### src/rtl/preamble_stuff_tx.sv
// -----------------------------------------------------------------------------
// preamble_stuff_tx
//
// Serial frame transmitter for links whose receiver hunts for the pattern 1010
// with an overlapping Mealy detector. Each accepted payload goes out as the
// preamble 1010, then the payload MSB first, with stuff 1s inserted so that
// the only 1010 anywhere on the line ends on the final preamble 0. A frame is
// followed by GAP_BITS idle zeros.
//
// Parameters:
//   DATA_W    payload width in bits (2..32)
//   GAP_BITS  idle 0 bits driven after each frame (>= 1)
//
// Build option:
//   PREAMBLE_TX_PARITY_EN  when defined, an even-parity bit (XOR of the payload
//                          bits, stuff bits excluded) follows the last payload
//                          bit and gets the same stuffing treatment.
//
// Ports:
//   clk         clock, all logic on posedge
//   rst         synchronous active-high reset
//   tx_data     payload, sampled only on the handshake edge
//   tx_valid    producer has a payload
//   tx_ready    block can accept a payload (IDLE and not in reset)
//   sout        registered serial line, 0 when idle
//   sout_en     high while sout carries a frame bit
//   busy        high in every state except IDLE
//   frame_done  one-cycle pulse with the last gap bit
// -----------------------------------------------------------------------------
module preamble_stuff_tx #(
   parameter int DATA_W   = 8,
   parameter int GAP_BITS = 1
) (
   input  logic              clk,
   input  logic              rst,
   input  logic [DATA_W-1:0] tx_data,
   input  logic              tx_valid,
   output logic              tx_ready,
   output logic              sout,
   output logic              sout_en,
   output logic              busy,
   output logic              frame_done
);

`ifdef PREAMBLE_TX_PARITY_EN
   localparam int PAR_BITS = 1;
`else
   localparam int PAR_BITS = 0;
`endif
   localparam int BODY_BITS = DATA_W + PAR_BITS;
   localparam int RW        = $clog2(BODY_BITS + 1);
   localparam int BCW       = $clog2(2 * DATA_W + 7);
   localparam int GW        = $clog2(GAP_BITS + 1);
   localparam logic [GW-1:0] GAP_LAST = GW'(GAP_BITS);

   // state_q names the phase of the bit currently on sout
   typedef enum logic [2:0] {IDLE, PRE, DATA, TAIL, GAP} state_t;

   state_t            state_q, state_d;
   logic              sout_q, sout_d;
   logic              en_q, en_d;
   logic              busy_q;
   logic              done_q, done_d;
   logic [2:0]        hist_q, hist_d;
   logic [DATA_W-1:0] sh_q, sh_d;
   logic              par_q, par_d;
   logic [RW-1:0]     rem_q, rem_d;
   logic [BCW-1:0]    bcnt_q, bcnt_d;
   logic [GW-1:0]     gap_q, gap_d, gap_inc;
   logic              body, enter_gap;

   assign tx_ready   = (state_q == IDLE) && !rst;
   assign sout       = sout_q;
   assign sout_en    = en_q;
   assign busy       = busy_q;
   assign frame_done = done_q;

   always_comb begin
      state_d   = state_q;
      sout_d    = 1'b0;
      en_d      = 1'b0;
      done_d    = 1'b0;
      hist_d    = hist_q;
      sh_d      = sh_q;
      par_d     = par_q;
      rem_d     = rem_q;
      bcnt_d    = bcnt_q;
      gap_d     = gap_q;
      gap_inc   = gap_q + 1'b1;
      body      = 1'b0;
      enter_gap = 1'b0;

      case (state_q)
         IDLE: begin
            if (tx_valid) begin
               state_d = PRE;
               sout_d  = 1'b1;
               en_d    = 1'b1;
               hist_d  = 3'b000;
               bcnt_d  = '0;
               gap_d   = '0;
               sh_d    = tx_data;
               par_d   = ^tx_data;
               rem_d   = RW'(BODY_BITS);
            end
         end
         PRE: begin
            // bcnt_q counts preamble bits already on the line: 1,2,3 -> 0,1,0
            if (bcnt_q < BCW'(4)) begin
               sout_d = ~bcnt_q[0];
               en_d   = 1'b1;
            end else begin
               body = 1'b1;
            end
         end
         DATA: body = 1'b1;
         TAIL: enter_gap = 1'b1;
         GAP: begin
            if (gap_q < GAP_LAST) begin
               gap_d  = gap_inc;
               done_d = (gap_inc == GAP_LAST);
            end else begin
               state_d = IDLE;
            end
         end
         default: state_d = IDLE;
      endcase

      // Payload/parity emission. A history of 101 means a 0 now would
      // complete 1010, so a stuff 1 goes out instead.
      if (body) begin
         if (rem_q == '0) begin
            if (hist_q == 3'b101) begin
               state_d = TAIL;
               sout_d  = 1'b1;
               en_d    = 1'b1;
            end else begin
               enter_gap = 1'b1;
            end
         end else if (hist_q == 3'b101) begin
            state_d = DATA;
            sout_d  = 1'b1;
            en_d    = 1'b1;
         end else begin
            state_d = DATA;
            en_d    = 1'b1;
            rem_d   = rem_q - 1'b1;
            if ((PAR_BITS == 1) && (rem_q == RW'(1))) begin
               sout_d = par_q;
            end else begin
               sout_d = sh_q[DATA_W-1];
               sh_d   = {sh_q[DATA_W-2:0], 1'b0};
            end
         end
      end

      if (enter_gap) begin
         state_d = GAP;
         gap_d   = GW'(1);
         done_d  = (GAP_LAST == GW'(1));
      end

      // History and frame-bit count follow every bit driven with sout_en high
      if (en_d) begin
         hist_d = {hist_d[1:0], sout_d};
         bcnt_d = bcnt_d + 1'b1;
      end
   end

   // ---- control/output registers ----
   always_ff @(posedge clk) begin
      if (rst) begin
         state_q <= IDLE;
         sout_q  <= 1'b0;
         en_q    <= 1'b0;
         busy_q  <= 1'b0;
         done_q  <= 1'b0;
         hist_q  <= 3'b000;
         rem_q   <= '0;
         bcnt_q  <= '0;
         gap_q   <= '0;
      end else begin
         state_q <= state_d;
         sout_q  <= sout_d;
         en_q    <= en_d;
         busy_q  <= (state_d != IDLE);
         done_q  <= done_d;
         hist_q  <= hist_d;
         rem_q   <= rem_d;
         bcnt_q  <= bcnt_d;
         gap_q   <= gap_d;
      end
   end

   // ---- payload data registers ----
   always_ff @(posedge clk) begin
      sh_q  <= sh_d;
      par_q <= par_d;
   end

endmodule

### config.mk
export PLATFORM = sky130hd
export DESIGN_NAME = preamble_stuff_tx
export DESIGN_NICKNAME = d
export VERILOG_FILES = /design/src/rtl/preamble_stuff_tx.sv
export SDC_FILE = /design/constraint.sdc
export NUM_CORES = 1
export LEC_CHECK = 0
export CORE_ASPECT_RATIO = 0.7
export CORE_MARGIN = 2
export CORE_UTILIZATION = 35
export DETAILED_ROUTE_END_ITERATION = 8
export PLACE_DENSITY = 0.61
export SYNTH_ARGS = -nofsm -noshare
export SYNTH_HDL_FRONTEND = slang
export SYNTH_SLANG_ARGS = --single-unit
export TNS_END_PERCENT = 20
### constraint.sdc
create_clock -name clk -period 5.8 [get_ports clk]
set_input_delay 1.45 -clock clk [delete_from_list [all_inputs] [get_ports clk]]
set_output_delay 1.45 -clock clk [all_outputs]
set_load 0.05 [all_outputs]
==> results.ini, run 1 <==
[cts]
htreeDepth=1
path_clk_slew_ns=0.10
clockBufferDepth=2
cts_tree=yes
clkSinkCount=28
postCtsHoldBufs=0
numCtsBuffers=3
postCtsSetupBuffers=0
cts_root_buffer=clkbuf_8
clk-insertion-delay-late_ns=0.27
ctsResizeCount=0

[worst_hold_path]
hold_depth=2
min_from=gap_q
hold_path.class=reg2reg

[synth]
syn-num-nets=166
synth_top_family_by_area=simple AND/OR/NAND/NOR gates
synth_fa_ha_area_share_pct=1.867
synthDistinctLibCells=43
synth.most_common_cell=dfxtp_1
ys_seq_area_share_pct=41.83
synth_compound_area_share_pct=17.83
synth-edff-count=0
ys_top_cells_by_count=28 x dfxtp_1, 14 x nand2_1, 13 x a21oi_1, 10 x nand3_1
yosys_warnings=0
synth.top_cell.area_share_pct=41.83
syn_area_per_cell_sq_um=8.758
synthMuxAreaShare_pct=6.723
synth.area.top_cells=dfxtp_1 42%, mux2i_1 6.7%, a21oi_1 4.9%
synthFlopType=dfxtp_1
async_flop_share_pct=0
synth-xor-area-share_pct=0
synth_cells=153
yosys.area.top_type=dfxtp_1
yosys.area_share.simple_pct=27.45
synth_area_sq_mm=0.001340
ys_seq_elements=28

[cells_and_area]
syn2layout_area_growth_pct=20.17
n_antenna_cell=0
drive_above_1_share_pct=9.581
utilization_pct=44.69
final_nets=181
stdcell_count=217

[placement]
place.gp.congestion=0.7386
port_buffers=15
hpwl_um=2086
pre_cts_ws_ns=1.291
place_inst=213

[setup_path]
cp_common_cell=clkdlybuf4s50_1
cp_max_fo=18
cp_slowest_stage_delay_ns=0.85
endpoint=tx_ready
slowest_stage=clkdlybuf4s50_1
r2r_cells=6
worstPathCellList=clkdlybuf4s50_1 -> buf_4 -> nor4_1 -> clkdlybuf4s50_1
crit_type=in2out
cp.required_ns=4.35
end_kind=output pin
crit_start=rst
r2r_start=rem_q[0]
rr_endpoint=hist_q[0]
crit_arrival_ns=3.06
start_kind=input pin
r2r_slack_ns=3.69

[grt]
grt_pass1_wl_um=5016
grt_usage_pct=14.20
grt_pass1_vias=1049
overflow=0
grt_max_degree=19
antenna_found_initial=0

[power_and_ir_drop]
power-per-cell-area_mw_per_mm2=265.3
ir_drop_mv=0.1111
power_switching_w=0.0001006
clockPowerShare_pct=35.3
cellInternalPower_w=0.0003266
leakagePower_nw=0.5928
swShare_pct=23.56
seq_power_share_pct=50.5
combPwrFrac_pct=14.2

[floorplanning]
core_sq_mm=0.003603
die_x_um=77.96
rows=18
design.die.area_sq_mm=0.004348
initial_utilization_pct=37.19
die_h_um=55.77
ios=16

[run_status]
status=completed

[timing]
setup_slack_ns=1.288
grt_setup_unrepaired=false
max-slew-margin-rel_pct=63.56
setup_viol=0
layout_min_cycle_time_ns=4.512
setup_tns_ns=0
worst_hold_slack_ns=0.4691
finClkSkew_ns=0.008222
min_period_over_period_pct=77.80
worst_pin_slew_ns=0.5446
fmax_ghz=0.2216
hold_viol=0
finalMaxSlewViolations=0

[run]
maxCapViolCount=0

[route]
drc=0
via_per_inst=5.442
wl_per_cell_um=13.46
num_vias=1181
routed_wl_um=2921
dr.pass1.iters=4
antenna_left=0
drt_iter0_drc=68

[power by group through the flow]
stage	logic [W]	registers (W)	clock network, W
floorplan	0.0000368	0.000223	0
global placement	0.0000593	0.000219	0
detailed placement	0.0000604	0.000220	0
CTS	0.0000609	0.000216	0.000156
global route	0.0000668	0.000218	0.000165
finish	0.0000607	0.000216	0.000151
[worst min path at each step]
stage / end / slack [ns]
6_report: gap_q / 0.47
5_1_grt: hist_q[2] / 0.51
4_1_cts: gap_q / 0.47
3_5_place_dp: gap_q / 0.45
3_3_place_gp: gap_q / 0.45
2_1_floorplan: gap_q / 0.43
[cell families after synthesis]
kind of cell | Yosys count
DFF | 28
AOI/OAI and AO/OA | 37
muxes | 9
adders and majority gates | 2
buffers and inverters | 12
and+or+nand+nor | 65
[registers in the layout (all words and copies together), names as in the netlist]
register,cells
frame_done,1
hist_q,3
sh_q,8
sout,1
rem_q,4
sout_en,1
busy,1
bcnt_q,5
state_q,3
gap_q,1
[cell usage in the layout, fill, tap and decap left out, types with 4 or more instances in the layout]
cell             Yosys  final
nor2_1               9      9
nand2_1             14     14
clkdlybuf4s50_1      0     15
nand3_1             10     10
a21oi_1             13     13
dfxtp_1             28     28
or3_1                4      4
o21ai_0              7      7
mux2i_1              9      9
nand2b_1             4      4
inv_1                4      4
[worst max-delay path, delay by kind of cell]
| kind | cells | cell delay [ns] |
|---|---|---|
| buffers and inverters | 3 | 1.44 |
| AND/OR/NAND/NOR | 1 | 0.17 |
[metrics by stage]
step                      power (W)  area (sq um)
final                     0.0004272          1610
after global routing      0.0004497          1610
after detailed placement  0.0002804          1539
after global placement    0.0002787          1539
after floorplan           0.0002600          1340
after CTS                 0.0004322          1610
[area by class of cell]
type / count / area, sq um
Clock buffer: 3 / 41.29
Clock inverter: 1 / 30.03
Fill cell: 365 / 1993
Inverter: 4 / 15.01
Multi-Input combinational cell: 113 / 728.2
Sequential cell: 28 / 560.5
Tap cell: 50 / 62.56
Timing Repair Buffer: 18 / 172.7
[layer usage]
| layer | part of all wire (%) | global-route usage (%) | wire [um] | up-vias |
|---|---|---|---|---|
| li1 | - | - | - | 588 |
| met1 | 52 | 21.86 | 1515 | 559 |
| met2 | 41 | 19.09 | 1206 | 32 |
| met3 | 6.1 | 4.058 | 178 | 2 |
| met4 | 0.72 | 3.509 | 21 | 0 |
| met5 | 0 | 0 | 0 | - |
Power figures use the tool's default switching activity.
==> run 2: changes to the inputs <==
Clock period 5.8 ns to 4.6 ns, I/O delays scaled along.
==> run 2 against run 1 <==
Sequential power grew 26%. Setup slack lost 0.48 ns. Register-to-register slack lost 1.2 ns. Critical path depth shrank 1. Via count shrank 1.4%. Worst hold slack lost 0.010 ns. Combinational power grew 26%. Critical endpoint unchanged. Largest cell class unchanged. Core utilization shrank 0.45 points. First-iteration DRC count shrank 24%. Cell count is the same. Largest power group unchanged. Highest routed layer unchanged.
==> results.ini, run 2 (synthesized netlist as in run 1, its figures left out) <==
[worst_hold_path]
hold_path.class=reg2reg

[timing]
setup_tns_ns=0  ; unchanged
worst_hold_slack_ns=0.4591  ; -0.01003 ns
finClkSkew_ns=0.004227  ; -0.003994 ns
worst_pin_slew_ns=0.6016  ; +0.05693 ns
fmax_ghz=0.2637
grt_setup_unrepaired=false
layout_min_cycle_time_ns=3.792
setup_viol=0  ; unchanged
min_period_over_period_pct=82.43
max-slew-margin-rel_pct=59.75  ; -3.8 points
finalMaxSlewViolations=0  ; unchanged
hold_viol=0  ; unchanged

[cts]
numCtsBuffers=3  ; unchanged
cts_root_buffer=clkbuf_8
postCtsHoldBufs=0  ; unchanged
clk-insertion-delay-late_ns=0.28  ; about the same
clockBufferDepth=2  ; unchanged
path_clk_slew_ns=0.10  ; about the same
clkSinkCount=28  ; unchanged
ctsResizeCount=0  ; unchanged
postCtsSetupBuffers=0  ; unchanged
htreeDepth=1  ; unchanged
cts_tree=yes

[grt]
antenna_found_initial=0  ; unchanged
grt_pass1_vias=1066  ; +1.6%
grt_pass1_wl_um=5106  ; +1.8%
grt_max_degree=18  ; -1
overflow=0  ; unchanged
grt_usage_pct=14.51  ; +0.31 points

[run_status]
status=completed

[power_and_ir_drop]
leakagePower_nw=0.5859  ; -1.2%
swShare_pct=26.03  ; +2.5 points
clockPowerShare_pct=30.6  ; -4.7 points
power_switching_w=0.0001309  ; +30%
power_w=0.0005029  ; +18%
ir_drop_mv=0.1389  ; +25%
cellInternalPower_w=0.0003720  ; +14%
combPwrFrac_pct=15.2  ; +1.0 points
power-per-cell-area_mw_per_mm2=315.5  ; +19%
seq_power_share_pct=54.2  ; +3.7 points

[setup_path]
start_kind=input pin
end_kind=output pin
crit_arrival_ns=2.64  ; -0.42 ns
crit_type=in2out
cp.required_ns=3.45  ; -0.90 ns
cp_max_fo=2  ; -16

[floorplanning]
die_h_um=55.77  ; unchanged
design.die.area_sq_mm=0.004348  ; unchanged
die_x_um=77.96  ; unchanged
core_sq_mm=0.003603  ; unchanged
rows=18  ; unchanged
ios=16  ; unchanged
initial_utilization_pct=37.19  ; unchanged

[route]
routed_wl_um=2900  ; -0.72%
num_vias=1164  ; -1.4%
via_per_inst=5.364  ; -1.4%
antenna_left=0  ; unchanged
wl_per_cell_um=13.36  ; -0.72%
drc=0  ; unchanged
dr.pass1.iters=5  ; +1
drt_iter0_drc=52  ; -24%

[cells_and_area]
largest_reg_flops=8  ; unchanged
fill_cells=361  ; -1.1%
largest_register=sh_q
most-common-layout-cells=28 x dfxtp_1, 15 x clkdlybuf4s50_1, 14 x nand2_1, 13 x a21oi_1, 10 x nand3_1
multi_input_area_sq_um=728.2  ; unchanged
final_area_sq_mm=0.001594  ; -1.0%
reg_top3=sh_q x8, bcnt_q x5, rem_q x4
drive_above_1_share_pct=9.581  ; unchanged
n_antenna_cell=0  ; unchanged
final_common_cell=dfxtp_1
syn2layout_area_growth_pct=18.95
final_nets=181  ; unchanged
seqCellArea_sq_um=560.5  ; unchanged

[placement]
place.gp.congestion=0.7504  ; +1.6%
hpwl_um=2103  ; +0.84%
port_buffers=15  ; unchanged
place_area_sq_mm=0.001539  ; unchanged

[run]
maxCapViolCount=0  ; unchanged

-- run 2: changes by cell type in the layout (fill, tap and decap cells not counted) --
cell       delta
bufinv_16     -1
clkbuf_8      +1
-- run 2: through the flow --
step / worst slack, ns / util (%) / cells
after floorplan: 0.4923 / - / 153
after global placement: 0.8171 / 42.71 / 213
after detailed placement: 0.7801 / 42.71 / 213
after CTS: 0.7801 / 44.24 / 217
after global routing: 0.6962 / 44.24 / 217
final: 0.8084 / 44.24 / 217
-- run 2: final timing paths --
path / from / end / slack, ns / cells after the start
setup / recovery: rst / tx_ready / 0.81 / 3
hold reg to reg: gap_q / gap_q / 0.46 / 2
setup reg to reg: rem_q[0] / hist_q[0] / 2.49 / 6
hold / removal: gap_q / gap_q / 0.46 / 2
-- run 2: power groups by stage --
stage / clock, W / sequential, W / combinational [W]
detailed placement: 0 / 0.000278 / 0.0000766
global route: 0.000168 / 0.000275 / 0.0000838
floorplan: 0 / 0.000281 / 0.0000464
CTS: 0.000159 / 0.000272 / 0.0000772
global placement: 0 / 0.000277 / 0.0000748
finish: 0.000154 / 0.000272 / 0.0000764
-- run 2: cell type report --
| cell class | instances | area share [%] |
|---|---|---|
| Sequential cell | 28 | 35.16 |
| Multi-Input combinational cell | 113 | 45.68 |
| Clock buffer | 4 | 3.454 |
| Inverter | 4 | 0.9419 |
| Timing Repair Buffer | 18 | 10.83 |
| Tap cell | 50 | 3.925 |
-- run 2: layer usage --
layer	GRT usage, %	wire length, um
met4	3.759	19
met5	0	0
met3	3.571	157
met1	21.28	1488
met2	21.18	1234
-- run 2: critical path, cell delays in order --
cell and delay, ns:
clkdlybuf4s50_1 0.42, nor4_1 0.21, clkdlybuf4s50_1 0.86
